**src/rtl/ifu_fetch.sv**
```systemverilog
// rtl/ifu_fetch.sv - non-speculative instruction fetch unit, one request in flight
module ifu_fetch #(
    parameter logic [31:0] RESET_PC = 32'h8000_0000
) (
    input  logic        clk,
    input  logic        reset,
    output logic        imem_req_valid,
    input  logic        imem_req_ready,
    output logic [31:0] imem_req_addr,
    input  logic        imem_rsp_valid,
    input  logic [31:0] imem_rsp_data,
    input  logic        imem_rsp_err,
    output logic        inst_valid,
    input  logic        inst_ready,
    output logic [31:0] inst,
    output logic [31:0] inst_pc,
    input  logic        upd_valid,
    input  logic [31:0] upd_pc,
    output logic        fetch_err,
    output logic [31:0] err_pc
);

    typedef enum logic [2:0] {
        S_IDLE,
        S_REQ,
        S_WAIT,
        S_HOLD,
        S_EXEC,
        S_HALT
    } state_t;

    state_t      state_q, state_d;
    logic [31:0] pc_q, pc_d;
    logic [31:0] inst_q, inst_d;
    logic [31:0] inst_pc_q, inst_pc_d;
    logic        fetch_err_q, fetch_err_d;
    logic [31:0] err_pc_q, err_pc_d;

    always_ff @(posedge clk) begin
        if (reset) begin
            state_q     <= S_IDLE;
            pc_q        <= RESET_PC;
            inst_q      <= '0;
            inst_pc_q   <= '0;
            fetch_err_q <= 1'b0;
            err_pc_q    <= '0;
        end else begin
            state_q     <= state_d;
            pc_q        <= pc_d;
            inst_q      <= inst_d;
            inst_pc_q   <= inst_pc_d;
            fetch_err_q <= fetch_err_d;
            err_pc_q    <= err_pc_d;
        end
    end

    // Memory responses and core updates are only honoured in the one state
    // that expects them; anything else is treated as noise.
    always_comb begin
        state_d     = state_q;
        pc_d        = pc_q;
        inst_d      = inst_q;
        inst_pc_d   = inst_pc_q;
        fetch_err_d = fetch_err_q;
        err_pc_d    = err_pc_q;

        case (state_q)
            S_IDLE: state_d = S_REQ;
            S_REQ: begin
                if (imem_req_ready) begin
                    state_d = S_WAIT;
                end
            end
            S_WAIT: begin
                if (imem_rsp_valid) begin
                    if (imem_rsp_err) begin
                        fetch_err_d = 1'b1;
                        err_pc_d    = pc_q;
                        state_d     = S_HALT;
                    end else begin
                        inst_d    = imem_rsp_data;
                        inst_pc_d = pc_q;
                        state_d   = S_HOLD;
                    end
                end
            end
            S_HOLD: begin
                if (inst_ready) begin
                    state_d = S_EXEC;
                end
            end
            S_EXEC: begin
                if (upd_valid) begin
                    if (upd_pc[1:0] != 2'b00) begin
                        fetch_err_d = 1'b1;
                        err_pc_d    = upd_pc;
                        state_d     = S_HALT;
                    end else begin
                        pc_d    = upd_pc;
                        state_d = S_REQ;
                    end
                end
            end
            S_HALT:  state_d = S_HALT;
            default: state_d = S_HALT;
        endcase
    end

    assign imem_req_valid = (state_q == S_REQ);
    assign imem_req_addr  = pc_q;
    assign inst_valid     = (state_q == S_HOLD);
    assign inst           = inst_q;
    assign inst_pc        = inst_pc_q;
    assign fetch_err      = fetch_err_q;
    assign err_pc         = err_pc_q;

endmodule

```
**config.mk**
```make
export PLATFORM = sky130hd
export DESIGN_NAME = ifu_fetch
export DESIGN_NICKNAME = d
export VERILOG_FILES = /design/src/rtl/ifu_fetch.sv
export SDC_FILE = /design/constraint.sdc
export NUM_CORES = 1
export LEC_CHECK = 0
export ABC_AREA = 1
export CAP_MARGIN = 20
export CORE_ASPECT_RATIO = 0.75
export CORE_MARGIN = 2
export CORE_UTILIZATION = 30
export CTS_CLUSTER_SIZE = 12
export DETAILED_ROUTE_END_ITERATION = 8
export GPL_TIMING_DRIVEN = 0
export HOLD_SLACK_MARGIN = 0.03
export PLACE_DENSITY = 0.65
export SLEW_MARGIN = 20
export SYNTH_ARGS = -nofsm -noshare
export SYNTH_HDL_FRONTEND = slang
export SYNTH_SLANG_ARGS = --single-unit
```
**constraint.sdc**
```tcl
create_clock -name clk -period 1.7 [get_ports clk]
set_input_delay 0.255 -clock clk [delete_from_list [all_inputs] [get_ports clk]]
set_output_delay 0.255 -clock clk [all_outputs]
set_load 0.02 [all_outputs]
```
# Word-level counts from Yosys, hierarchy flattened
# Index checks and enable logic that the tools add are counted.
word_totals:
  output_inout_bits: 131
  memories: 0
  romBits: 0
  ram_bits: 0
  latch_bits: 0
  ff_bits: 132
  input_bits: 71
  word_cells: 42
classes:
  eq_ne: 10
  multipliers: 0
  reduce_logical: 7
  shifts: 0
  muxes: 17
  order_cmp: 0
  bitwise: 2
  div: 0
  n_addsub: 0
op_table:
  columns: ["operator", "n"]
  rows:
  - ["$mux 32", 4]
  - ["$pmux 32 s2", 1]
  - ["$mux 3", 6]
  - ["$pmux 3 s5", 1]
  - ["$ne 2x2->1 const B", 4]
  - ["$eq 3x2->1 const B", 2]
  - ["$reduce_and 3->1", 2]
  - ["$reduce_and 5->1", 1]
  - ["$mux 1", 4]
  - ["$ne 2x1->1 const B", 2]
  - ["$reduce_and 4->1", 1]
  - ["$reduce_bool 2->1", 2]
  - ["$eq 3x1->1 const B", 1]
  - ["$eq 3x3->1 const B", 1]
  - ["$logic_not 3->1", 1]
  - ["$not 1->1", 2]
  - ["$pmux 1 s2", 1]

# Longest topological paths before layout
logic_depth:
  word_depth: 4
  depth_mapped: 9
  ltp_nobuf: 8

# Least setup slack after synthesis
# OpenSTA, ideal clock, no wires.
synth_path:
  path_type: "reg-to-reg"
  startpoint: "reg state_q[2]"
  endpoint: "reg state_q[1]"
  period_less_slack_ns: 1.545
  required_time_ns: 1.630
  stages_incl_launch_ff: 6
  arrival_time_ns: 1.475
  setup_slack_ns: 0.155
  setup_ns: 0.070
  cell_sequence: "dfxtp_1 -> buf_2 -> buf_2 -> nor3_1 -> a21oi_1 -> a21oi_1"
synth_between:
  elab_chain_cells: 3
synth_lines:
  columns: ["item", "line", "text"]
  rows:
  - ["start, declared", "32", "state_t state_q, state_d;"]
  - ["start signal, assigned", "48", "state_q <= state_d;"]
  - ["$eq 3x1->1 (*)", null, null]
  - ["net imem_req_valid", "7", "output logic imem_req_valid,"]
  - ["$ne 2x1->1 (no line)", null, null]
  - ["$reduce_and 4->1 (no line)", null, null]
# Mark *: on every way through the listed nets, which the timed path passes. The rest lies on a longest branch.
# A chain may end at the register's enable or synchronous reset.

# Worst setup path after layout
layout_path:
  startpoint: "reg inst_q[18], in the netlist inst[18]"
  endpoint: "out inst[18]"
layout_lines:
  columns: ["item", "line", "text"]
  rows:
  - ["start, declared", "34", "logic [31:0] inst_q, inst_d;"]
  - ["start signal, assigned", "50", "inst_q <= inst_d;"]
  - ["end, declared", "15", "output logic [31:0] inst,"]
# No word-level cell between the ends.

==> run metrics <==
leading cell type in the layout, fill and taps excluded=nor2_1; Worst setup SP type=register; pin count of the biggest net entering global routing=17; Crit Path Max Fanout=2; Ports=202; Final Max Slew Viols=0; Post-Syn Instances=781; Area Growth Syn to Fin=55.1%; drt total wl=18,500 microns; Mapped Area=0.00544 sq mm; worst skew pair latency=0.42 ns; Initial Utilization=30.7%; CTS sink cnt=132; Hold Crit Class=input port to register; final worst setup slack=0.0584 ns; hold path depth=3; Final Instance Area=0.00844 sq mm; row count=42; cell family with most CP delay=buffers and inverters; commonest cells after routing, fill and taps aside=nor2_1, clkdlybuf4s50_1, dfxtp_1; crit-path max cell delay=0.64 ns; post-synth net total=852; worst r2r src=state_q[1]; drt wl/cell=14.7 microns; placement-stage cell area=0.00775 sq mm; CP Class=register to primary output; Async SR Flop Fraction=0%; CP required=1.44 ns; clock slew at reported path FFs=0.06 ns; Rel. slew slack=64.2%; pre-CTS setup slack=-0.722 ns; Final Hold Fails=0; antenna violations before repair=1; outcome=completed; die footprint=0.0192 sq mm; final setup fails=0; Internal=0.00771 W; RSZ-0062 raised after global routing=no; Critical Path Stages=1; 1st-iter DRT viols=358; buffers added on ports=201; vias in the first global route=5,264; first-pass GRT wire length=29,000 microns; sequential group share of total power=32.4%; GRT Residual Overflow=0; peak supply drop=0.704 mV; GRT Overall Usage=19.5%; HPWL Detailed=13,400 microns; Comb pwr share=36.7%; NetSw=0.00429 W; Ys Warns=0; Die W=159 microns; Tcrit/Tclk final=96.6%; vias=5,727; fmax=609 MHz; LEAKAGE=3.67 nW; GP Congestion=0.817; CTS Buf Count=17; FF-to-FF setup slack=0.15 ns; worst path cell trace=clkdlybuf4s50_1; Worst Setup SP=inst[18]; layout cell share with drive strength beyond 1=9.55%; Core ar.=0.0177 sq mm; CTS tree=done; final critical path time including I/O delays and setup=1.64 ns; crit path capture type=primary output; drt first pass iters=5; H-tree Lvls=4; Seq cells post-synth=132; CP max stage cell=clkdlybuf4s50_1; Worst-Margin Slew=0.537 ns; Detail Route Antenna Nets=0; Vias per Instance=4.55; Post-synth EDFFs=0; root buffer cell=clkbuf_16; Avg Synthesized Cell Area=6.97 sq um; Clk pwr share=30.9%; hold wc startpoint=imem_rsp_data[0]; R2R depth=8; fin nets=1,075; register area share after synthesis=48.6%; worst-case hold slack=0.439 ns; max_cap viols=0; worst path buffer plus inverter count=1; Distinct cells, synth=21; top_reg_cell synth=dfxtp_1; clk buf depth=2; Arr. time, crit path=1.39 ns; cell area power density=1420 mW/mm^2; Die H=121 microns; switching share of power=35.8%; worst-case clock skew=0.00711 ns; DRC=0
[registers in the layout, summed over array words and instances (netlist names)]
name,flops
err_pc,32
fetch_err,1
imem_req_addr,32
inst,32
inst_pc,32
state_q,3
[cell type report]
| cell class | instances | area (sq um) |
|---|---|---|
| antenna | 1 | 2.50 |
| buffer | 57 | 334 |
| clock buffer | 17 | 425 |
| clock inverter | 14 | 163 |
| fill | 1839 | 9270 |
| inverter | 45 | 171 |
| multi-input combinational | 547 | 2360 |
| sequential | 132 | 2650 |
| tap | 242 | 303 |
| timing repair buffer | 204 | 2030 |
[power by group through the flow]
stage,Combinational [W],Sequential [W],Clock (W)
after floorplan,0.00212,0.00440,0
after global placement,0.00427,0.00393,0
after detailed placement,0.00431,0.00393,0
after CTS,0.00432,0.00388,0.00378
after global routing,0.00487,0.00395,0.00393
final,0.00441,0.00389,0.00371
[synthesized netlist by cell type, types with 3 or more instances]
library cell / instances / area share, %
a21oi_1: 35 / 3.2
buf_1: 4 / 0.28
buf_2: 24 / 2.2
buf_4: 4 / 0.55
buf_6: 3 / 0.62
clkbuf_1: 16 / 1.1
clkbuf_2: 6 / 0.55
dfxtp_1: 132 / 49
inv_1: 42 / 2.9
inv_2: 3 / 0.21
nand2_1: 108 / 7.5
nand3_1: 71 / 6.5
nor2_1: 230 / 16
o21ai_0: 96 / 8.8
[path summary, 6_finish.rpt]
| check | to |
|---|---|
| setup reg to reg | err_pc[28] |
| setup / recovery | inst[18] |
| hold reg to reg | imem_req_addr[0] |
| hold / removal | inst[0] |
[metrics by stage]
stage	TNS, ns	utilization (%)	power (W)	instances
2_1_floorplan	0	-	0.00652	781
3_3_place_gp	-52.09	43.8	0.00820	1224
3_5_place_dp	-54.89	43.8	0.00824	1224
4_1_cts	-0.129	47.0	0.0120	1255
5_1_grt	0	47.6	0.0127	1258
6_report	0	47.6	0.0120	1259
[cell families after synthesis]
kind of cell	synth area share, %
and+or+nand+nor	30.7
buffers and inverters	8.42
DFF	48.6
AOI/OAI and AO/OA	12.4
[layer usage]
layer | up-vias | part of all wire [%] | track usage, %
met4 | 0 | 0.67 | 5.51
li1 | 2932 | - | -
met3 | 10 | 8.5 | 7.34
met5 | - | 0 | 0
met1 | 2585 | 49 | 26.7
met2 | 200 | 42 | 28.6
[repair_timing]
item,CTS,global route
endpoints found under the setup margin,134,112
buffers inserted,0,3
pin swaps,0,2
hold buffers,0,0
gates resized for setup,45,53
Power figures use the tool's default switching activity.
==> edit 1, RTL diff (same settings) <==
Reset style: asynchronous (`reset`), changed in one clocked block.
--- a/src/rtl/ifu_fetch.sv
+++ b/src/rtl/ifu_fetch.sv
@@ -38,3 +38,3 @@
 
-    always_ff @(posedge clk) begin
+    always_ff @(posedge clk or posedge reset) begin
         if (reset) begin
Function: differs if reset is asserted again (counterexample within 4 cycles, from zero or initial values and one cycle with reset high); with reset held inactive, the same outputs for 10 cycles.
==> edit 1 against the unedited design <==
  * Clock power up 2%
  * Power increased by 37%
  * Clock skew is 0.0032 ns higher
  * Design area up 1.9%
  * Sequential power grew 40%
  * Worst setup slack got worse by 0.017 ns
  * Global-route usage is 1.8 points lower
  * Sequential cell count did not move
  * Fmax down 1.0%
  * Synthesized cell count fell by 16%
  * Worst hold slack lost 0.16 ns
  * Critical endpoint is now inst_pc[4]
  * Area after synthesis is 2.1% higher
  * Routed wire length shrank 9.1%
  * Cell count shrank 9.7%
==> edit 1: results (changes against the unedited design) <==
- Status: finished, final reports clean
* End point of the critical path: inst_pc[4]
- Proportion of register bits with asynchronous set or reset after synthesis: 1.00 (+1.00)
* Worst reg2reg path startpoint: state_q[1]
- The count of clock-net buffers in the final layout was 22 (+5).
* Area added between synthesis and finish: 54.8%
- Multi-input gate count: 382 (-30%)
* Minimum setup slack among reg-to-reg paths: 0.10 ns (-0.05 ns)
* Global-route wire length before repair: 26800 µm (-7.6%)
* Routing usage on met3: 0.0616 (-0.0118)
- Total placed cells including tap cells: 1106 (-9.6%)
- The number of gates resized after CTS came to 38 (-16%).
- The multi-input gate share of total cell area came to 0.198 (-0.0822).
- First DRT Iteration DRCs: 273 (-24%)
- Non-Clock Inverter Count: 105 (+130%)
- In the synthesized netlist the dominant register cell turns out to be dfrtp_1.
* Pre-CTS WS: -0.346 ns (+0.376 ns)
* Fill cell instance count of the final layout: 1772 (-3.6%)
- The pin slew with the least headroom to its limit is 0.634 ns (+0.0966 ns).
* Total number of nets in the final design: 949 (-12%)
- The portion of the layout cell area used by clock cells came to 0.0700 (+0.000302).
* Worst setup startpoint: inst_pc[4]
- The power share of the clock group is 0.229 (-0.080).
- The average detailed-routed wire length per instance came to 14.7 µm (+0.62%).
* Syn nets: 725 (-15%)
- After synthesis, the cell types taking the most area are dfrtp_1 59%, nand2_1 14%, o21ai_0 8.2%.
- Global placer's final weighted congestion: 0.796 (-2.6%)
- The post-synthesis sequential area ratio was 0.595 (+0.109).
- Total wire length after detailed routing: 16800 µm (-9.1%)
* Lkg Pwr: 4.39 nW (+20%)
* Clock Skew: 0.0104 ns (+0.00324 ns)
- Leading post-synthesis cells by instance count: 201 x nand2_1, 131 x dfrtp_1, 102 x inv_1, 91 x o21ai_0, 68 x o21ai_1
- The endpoint identified for the worst register-to-register timing path is err_pc[18].
- The largest vdd supply drop was 0.000841 V (+19%).
* Detail Placement HPWL: 12200 µm (-9.0%)
==> edit 1: cell count changes in the layout (fill, tap and decap cells not counted), sizes merged, moves of 5 or more <==
cell,delta
o21ai,+62
inv,+58
dfrtp,+131
nand2,+93
dfxtp,-132
nor2,-220
buf,-12
clkbuf,-5
a21oi,-34
nand3,-67
==> edit 1: metal layers <==
| layer | up-vias | wire length, µm | part of all wire |
|---|---|---|---|
| met3 | 12 | 1320 | 0.079 |
| met4 | 0 | 155 | 0.0092 |
| met2 | 172 | 7050 | 0.42 |
| li1 | 2481 | - | - |
| met1 | 2367 | 8240 | 0.49 |
| met5 | - | 0 | 0 |
==> edit 1: power by group through the flow <==
stage	logic [mW]	clock network (mW)	registers (mW)
after global placement	7.40	0	5.44
final	7.24	3.77	5.44
after detailed placement	7.49	0	5.47
after floorplan	2.30	0	6.91
after CTS	7.28	3.84	5.44
after global routing	7.94	3.98	5.65
==> edit 2, RTL diff (same settings) <==
Without the edit above. Change the parameter `RESET_PC` from 32'h8000_0000 to 32'h60000000.
--- a/src/rtl/ifu_fetch.sv
+++ b/src/rtl/ifu_fetch.sv
@@ -2,3 +2,3 @@
 module ifu_fetch #(
-    parameter logic [31:0] RESET_PC = 32'h8000_0000
+    parameter logic [31:0] RESET_PC = 32'h60000000
 ) (
Check against the original RTL: not equivalent (a bounded check fails within 4 cycles, from zero or initial values and one cycle with reset high).
==> edit 2 against the unedited design <==
  * Area after synthesis fell by 0.23%
  * Power fell by 1.7%
  * Count of clock-buffer cells in the layout rose by 3
  * Design area fell by 0.68%
  * Critical path type unchanged
  * Routed wire length fell by 1.2%
  * Sequential cell count did not move
  * Highest routed layer is now met5
  * Worst setup slack got worse by 0.017 ns
  * Non-clock buffer count fell by 3
  * Largest cell class unchanged
==> edit 2: results (changes against the unedited design) <==
- The run finished with clean final reports.
* Layout cells sized above 1: 0.0839 (-0.0116)
- The global-route wire length before repair is 28900 µm (-0.36%).
* Non-Filler Instances: 1255 (-0.32%)
- The largest vdd supply drop was 0.000725 V (+2.9%).
* Global placer's final weighted congestion: 0.845 (+3.4%)
* Count of cell types in the netlist: 20 (-4.8%)
* Pre-CTS WS: -0.606 ns (+0.116 ns)
- The total via count after detailed routing was 5702 (-0.44%).
* Headroom to the max-slew limit: 0.607 (-0.0352)
- Number of diodes: 0 (-1)
- Lkg Pwr: 3.64 nW (-0.90%)
- Detail Placement HPWL: 13900 µm (+3.8%)
- Area after detailed placement: 0.00774 mm² (-0.16%)
- Global-route usage over all layers: 0.194 (-0.00118)
- The setup clock skew after layout came to 0.00730 ns (+0.000188 ns).
- Biggest cell delay along the critical path: 0.66 ns (+0.02 ns)
* Total number of nets in the final design: 1072 (-0.28%)
- The detailed-routing iteration count for the pre-antenna-repair pass was 5 (unchanged).
* Vias in the first global route: 5545 (+5.3%)
- Ranked by instance count, the synthesized netlist is headed by 228 x nor2_1, 132 x dfxtp_1, 110 x nand2_1, 95 x o21ai_0, 72 x nand3_1.
* Reported net switching power: 4.18 mW (-2.7%)
* First DRT Iteration DRCs: 327 (-8.7%)
- The mean instance size in the synthesized netlist came to 6.95 µm² (-0.23%).
- After synthesis, the cell types taking the most area are dfxtp_1 49%, nor2_1 16%, o21ai_0 8.8%.
- The post-synthesis sequential area ratio was 0.487 (+0.00112).
- Routed len/inst: 14.5 µm (-0.89%)
-- edit 2: cell type report --
class                           count  area (µm²)
Inverter                           45         169
Multi-Input combinational cell    547        2350
Clock buffer                       20         457
Sequential cell                   132        2650
Clock inverter                     11         129
Buffer                             55         305
Timing Repair Buffer              203        2020
Fill cell                        1806        9280
Tap cell                          242         303
-- edit 2: metal layers --
| metal | vias to the layer above | share of wire | track usage |
|---|---|---|---|
| met2 | 186 | 0.43 | 0.304 |
| met5 | - | 0.00071 | 0 |
| li1 | 2922 | - | - |
| met1 | 2578 | 0.49 | 0.256 |
| met4 | 2 | 0.0067 | 0.0426 |
| met3 | 14 | 0.074 | 0.0717 |
-- edit 2: final timing paths --
kind	start	to	slack, ns	cells past startpoint
worst max-delay path	inst[31]	inst[31]	0.04	1
worst min register to register	fetch_err	fetch_err	0.47	2
worst min-delay path	imem_rsp_data[18]	inst[18]	0.45	3
worst max register to register	state_q[1]	err_pc[13]	0.16	8
-- edit 2: timing repair --
action                                  4_1_cts  5_1_grt
endpoints found under the setup margin       81      135
hold buffers                                  0        0
pin swaps                                     1        2
setup buffers                                 0        2
resized for setup                            44       52
-- edit 2: stage by stage --
| stage | hold WS (ns) | setup TNS, ns | total power [mW] |
|---|---|---|---|
| floorplan | 0.327 | 0 | 6.49 |
| finish | 0.449 | 0 | 11.8 |
| detailed placement | 0.460 | -43.13 | 8.15 |
| global route | 0.464 | -0.0432 | 12.6 |
| global placement | 0.456 | -43.88 | 8.11 |
| CTS | 0.439 | 0 | 11.8 |
-- edit 2: power groups by stage --
stage / clock network, mW / registers (mW) / logic [mW]
5_1_grt: 3.86 / 3.96 / 4.76
6_report: 3.62 / 3.90 / 4.28
3_5_place_dp: 0 / 3.93 / 4.21
3_3_place_gp: 0 / 3.94 / 4.17
2_1_floorplan: 0 / 4.40 / 2.10
4_1_cts: 3.70 / 3.89 / 4.26
-- edit 2: logic make-up after synthesis --
group / synth area share
AOI/OAI and AO/OA: 0.122
buffers and inverters: 0.0837
DFF: 0.487
and+or+nand+nor: 0.307
